--- src/rtl/arm_pkg.sv ---
// rtl/arm_pkg.sv - shared types and constants for the memory-stage data path
package arm_pkg;

   localparam int DEFAULT_WIDTH = 32;
   localparam int CNT_W         = 4;

   typedef enum logic [1:0] {
      IDLE = 2'd0,
      BUSY = 2'd1,
      DONE = 2'd2
   } memState_t;

   function automatic logic isMisaligned(input logic [1:0] byteOffset);
      return byteOffset != 2'b00;
   endfunction

endpackage

--- src/rtl/dmem_ram.sv ---
// rtl/dmem_ram.sv - word-addressed data storage, synchronous write, combinational read
module dmem_ram #(
   parameter int WIDTH = 32,
   parameter int DEPTH = 64
) (
   input  logic                     clk,
   input  logic                     we,
   input  logic [$clog2(DEPTH)-1:0] addr,
   input  logic [WIDTH-1:0]         wdata,
   output logic [WIDTH-1:0]         rdata
);

   // Contents deliberately survive reset.
   logic [WIDTH-1:0] mem [DEPTH];

   always_ff @(posedge clk) begin
      if (we) begin
         mem[addr] <= wdata;
      end
   end

   assign rdata = mem[addr];

endmodule

--- src/rtl/dmem_responder.sv ---
// rtl/dmem_responder.sv - fixed-latency data memory responder for the memory stage
module dmem_responder
   import arm_pkg::*;
#(
   parameter int WIDTH   = DEFAULT_WIDTH,
   parameter int DEPTH   = 64,
   parameter int LATENCY = 2
) (
   input  logic             clk,
   input  logic             reset,
   input  logic             MemReqM,
   input  logic             MemWriteM,
   input  logic [WIDTH-1:0] AddrM,
   input  logic [WIDTH-1:0] WriteDataM,
   output logic [WIDTH-1:0] ReadDataM,
   output logic             ReadValidM,
   output logic             StallM,
   output logic             AlignErrM
);

   localparam int IDX_W = $clog2(DEPTH);
   localparam int CAP_W = IDX_W + 2;

   memState_t        state;
   logic [CNT_W-1:0] cnt;
   logic [CAP_W-1:0] capAddr;
   logic [CAP_W-1:0] curAddr;
   logic [WIDTH-1:0] capData;
   logic [WIDTH-1:0] ramRdata;
   logic             capWrite;
   logic             curWrite;
   logic             curMis;
   logic             enterDone;
   logic             ramWe;
   logic             unusedAddrBits;

   // Address bits above the word index only alias the same storage.
   assign unusedAddrBits = ^AddrM[WIDTH-1:CAP_W];

   // With LATENCY=1 the access finishes on the accepting edge, before capture.
   assign curAddr  = (state == IDLE) ? AddrM[CAP_W-1:0] : capAddr;
   assign curWrite = (state == IDLE) ? MemWriteM : capWrite;
   assign curMis   = isMisaligned(curAddr[1:0]);

   assign enterDone = ((state == IDLE) && MemReqM && (LATENCY == 1)) ||
                      ((state == BUSY) && (cnt == CNT_W'(1)));

   assign ramWe  = (state == DONE) && capWrite && !isMisaligned(capAddr[1:0]);
   assign StallM = reset && (((state == IDLE) && MemReqM) || (state == BUSY));

   dmem_ram #(
      .WIDTH(WIDTH),
      .DEPTH(DEPTH)
   ) uRam (
      .clk  (clk),
      .we   (ramWe),
      .addr (curAddr[CAP_W-1:2]),
      .wdata(capData),
      .rdata(ramRdata)
   );

   always_ff @(posedge clk or negedge reset) begin
      if (!reset) begin
         state      <= IDLE;
         cnt        <= '0;
         capAddr    <= '0;
         capData    <= '0;
         capWrite   <= 1'b0;
         ReadDataM  <= '0;
         ReadValidM <= 1'b0;
         AlignErrM  <= 1'b0;
      end else begin
         ReadValidM <= 1'b0;
         AlignErrM  <= 1'b0;
         if (enterDone) begin
            ReadValidM <= 1'b1;
            AlignErrM  <= curMis;
            if (!curWrite) begin
               ReadDataM <= curMis ? '0 : ramRdata;
            end
         end
         case (state)
            IDLE: begin
               if (MemReqM) begin
                  capAddr  <= AddrM[CAP_W-1:0];
                  capData  <= WriteDataM;
                  capWrite <= MemWriteM;
                  cnt      <= CNT_W'(LATENCY - 1);
                  state    <= (LATENCY == 1) ? DONE : BUSY;
               end
            end
            BUSY: begin
               cnt <= cnt - CNT_W'(1);
               if (cnt == CNT_W'(1)) begin
                  state <= DONE;
               end
            end
            DONE:    state <= IDLE;
            default: state <= IDLE;
         endcase
      end
   end

endmodule
--- config.mk ---
export PLATFORM = sky130hd
export DESIGN_NAME = dmem_responder
export DESIGN_NICKNAME = d
export VERILOG_FILES = /design/src/rtl/arm_pkg.sv /design/src/rtl/dmem_ram.sv /design/src/rtl/dmem_responder.sv
export SDC_FILE = /design/constraint.sdc
export NUM_CORES = 2
export LEC_CHECK = 0
export ABC_AREA = 1
export BUFFER_PORTS_ARGS = -buffer_cell sky130_fd_sc_hd__buf_2
export CAP_MARGIN = 0
export CORE_MARGIN = 4
export CORE_UTILIZATION = 33
export DETAILED_ROUTE_END_ITERATION = 7
export REMOVE_ABC_BUFFERS = 1
export SYNTH_ARGS = -nofsm -noshare
export SYNTH_HDL_FRONTEND = slang
export SYNTH_SLANG_ARGS = --single-unit
--- constraint.sdc ---
create_clock -name clk -period 3.9 [get_ports clk]
set_input_delay 0.195 -clock clk [delete_from_list [all_inputs] [get_ports clk]]
set_output_delay 0.195 -clock clk [all_outputs]
set_load 0.1 [all_outputs]
==> results.toml <==
[yosys]
yosysMostFrequentCell = "nand2_1"
synth_common_cells = "nand2_1 (3478), edfxtp_1 (2048), inv_1 (796)"
syn_avg_cell_area_um2 = 10.87
ys_types = 32
synthArstFlopShare = 0.03805
yosysWarnings = 0
synthTopCellsByArea = "edfxtp_1 (70%), nand2_1 (15%), inv_1 (3.4%), nand3_1 (3.3%), dfrtp_1 (2.3%)"
synth_edf_count = 2048
post-synth-top-area-cell = "edfxtp_1"
synthesis.area_um2 = 88180
yosys.area.top_type_share = 0.6974
netlist_instances = 8116
synth_ff_type = "edfxtp_1"
yosysSeqAreaShare = 0.7204
ys_seq_elements = 2129

[layout]
fin_area_um2 = 102700
fin_cells = 12064
nNetsFinal = 8412
syn_to_final_growth_pct = 16.42
drive_gt1_frac = 0.09619
n_fill_cell = 25092

[setup_path]
path_buf_inv = 2
critical-path-top-delay-family = "simple AND/OR/NAND/NOR gates"
regToRegStartpoint = "state[0]"
worst_path_max_delay_cell = "nor2_1"
slowest_delay_ns = 0.48
setup.reg_to_reg.worst_slack_ns = 0.11
crit_chain = "nor2_4, nand2_1, nand2_4, buf_12, buf_12, nand2_1, nand3_1, nand4_1, nand2_1, nand2_1, nor2_1, nand3_1, nand2_1"
cpMostUsedCell = "nand2_1"
worstRegToRegCells = 13
worstPathArrival_ns = 4.58
crit_path_end_kind = "flip-flop"
path_max_fanout = 77
worst_r2r_endpoint = "ReadDataM[26]"
criticalPathCategory = "flip-flop to flip-flop"
start_kind = "flip-flop"
worstPathRequired_ns = 4.69

[floorplan]
core_um2 = 265600
die_area_um2 = 275600
die_h_um = 524.9
io_pins = 103
die-width_um = 524.9
initial_utilization = 0.3321
num_rows = 189

[grt]
overflow = 0
grt_pass1_vias = 55228
grt_pass1_wl_mm = 373.7
antenna_found_initial = 5
grt.total_usage = 0.1821
grt_start_max_net_pins = 108

[timing]
fin_tns_setup_ns = 0
worst_pin_slew_ns = 1.194
fmax_mhz = 264.1
min_period_over_period = 0.9711
rsz0062_at_grt = "false"
fin_ws_ns = 0.1129
setup_violations = 0
timing.final.crit_period_ns = 3.787
finalHoldViolations = 0
drv_slew = 0
clock_skew_ns = 0.05017
max_slew_margin = 0.2039

[detailed_routing]
first_pass_iters = 6
drtAntennaViolNets = 0
post_drt_via_cell_ratio = 4.874
vias = 58794
drc = 0
drt-total-wl_mm = 258.3
wl_per_cell_um = 21.41
initialDrtViolationCount = 6457

[clock_tree]
cts_root_buffer = "clkbuf_16"
htreeDepth = 4
post_cts_buffers = 0
cts.sinks = 2129
tritoncts.num_buffers = 213
cts_resized = 0
worstSkewPairLatency_ns = 0.88
cts.clk_slew.worst_paths_ns = 0.06
clockBufferDepth = 3
cts_tree = "built"

[pwr]
power_density_nw_per_um2 = 819.8
peakVddDrop_mv = 0.9480
p_leak_nw = 40.39

[min_path]
hp-class = "primary input to flip-flop"
holdPathEnd = "capData[29]"
hp-start = "WriteDataM[29]"
min_path_cells = 3

[placed_design]
placed_cells = 11610
placed_cell_area_um2 = 95230
io_buffers = 78
place_congestion = 0.8338
pre_cts_slack_ns = 0.2384
dp.final_hpwl_mm = 148.3

[status]
status = "finished clean"

[job]
drv_cap = 0
## cell families after synthesis
| group | after synthesis | share of synthesized area |
|---|---|---|
| AO/OA/AOI/OAI | 303 | 0.01748 |
| adder cells (fa/ha/maj) | 2 | 0.0002837 |
| multiplexers | 34 | 0.004328 |
| flip-flops | 2129 | 0.7204 |
| buffers and inverters | 1199 | 0.05525 |
| AND/OR/NAND/NOR | 4449 | 0.2023 |
## tightest hold or removal path, delay by kind of cell
kind	cells	cell delay [ns]
buf+inv	2	0.60
mux	1	0.13
## registers in the layout (all words and copies together), names as in the netlist
register    cells
state           2
uRam.mem     2048
capWrite        1
ReadDataM      32
ReadValidM      1
capData        32
capAddr         8
cnt             4
AlignErrM       1
## area by class of cell
class | count | area, um^2 | area share
antenna | 6 | 15.01 | 0.0001462
clock buffer | 290 | 5832 | 0.05681
clock inverter | 108 | 1077 | 0.01049
inverter | 801 | 3007 | 0.02929
multi-input combinational | 4788 | 20370 | 0.1984
sequential | 2129 | 63570 | 0.6192
tap | 3533 | 4420 | 0.04306
timing repair buffer | 409 | 4377 | 0.04263
## routing by layer
layer	global-route usage	wire [um]	vias up
met5	0	12	-
met4	0.06274	8682	2
met3	0.02742	20560	393
met2	0.2991	121900	2325
met1	0.2465	107100	28916
li1	-	-	27158
## cell usage in the layout (no fill, tap or decap), drive strengths merged
master / instances
o21ai: 254
nor3: 6
clkinv: 90
nor2: 247
a31oi: 4
mux2: 33
inv: 806
ha: 2
nor4: 2
buf: 360
diode: 6
or2: 2
dfrtp: 81
and2: 18
dlygate4sd3: 49
nand2: 3480
edfxtp: 2048
nand4: 115
a21oi: 44
o22ai: 1
clkbuf: 290
mux2i: 1
nand3: 579
bufinv: 13
## stage by stage
step	power [mW]	util	hold WS, ns
2_1_floorplan	44.89	-	-0.1006
3_3_place_gp	63.69	0.3586	0.2415
3_5_place_dp	64.13	0.3586	0.2446
4_1_cts	84.33	0.3865	0.02785
5_1_grt	88.42	0.3865	0.06689
6_report	84.17	0.3866	0.07526
## what timing repair did
| action | CTS | global route |
|---|---|---|
| endpoints found under the hold margin | 128 | 0 |
| hold buffers | 50 | 0 |
| endpoints found under the setup margin | 0 | 1 |
## worst max-delay path by stage
stage / from / end / slack [ns] / cells after the start
floorplan: state[1] / uRam.mem[18][0] / -14.84 / 6
global placement: state[0] / ReadDataM[26] / 0.29 / 13
detailed placement: state[0] / ReadDataM[26] / 0.24 / 13
CTS: state[0] / ReadDataM[26] / 0.21 / 13
global route: state[0] / ReadDataM[26] / 0.02 / 13
finish: state[0] / ReadDataM[26] / 0.11 / 13
## power by group
part | switching, mW | leakage, nW | internal (mW)
registers | 2.49 | 19.4 | 28.9
clock network | 8.82 | 3.38 | 11.4
logic | 24.3 | 17.6 | 8.31
total | 35.6 | 40.4 | 48.6
(Power assumes the default switching activity.)
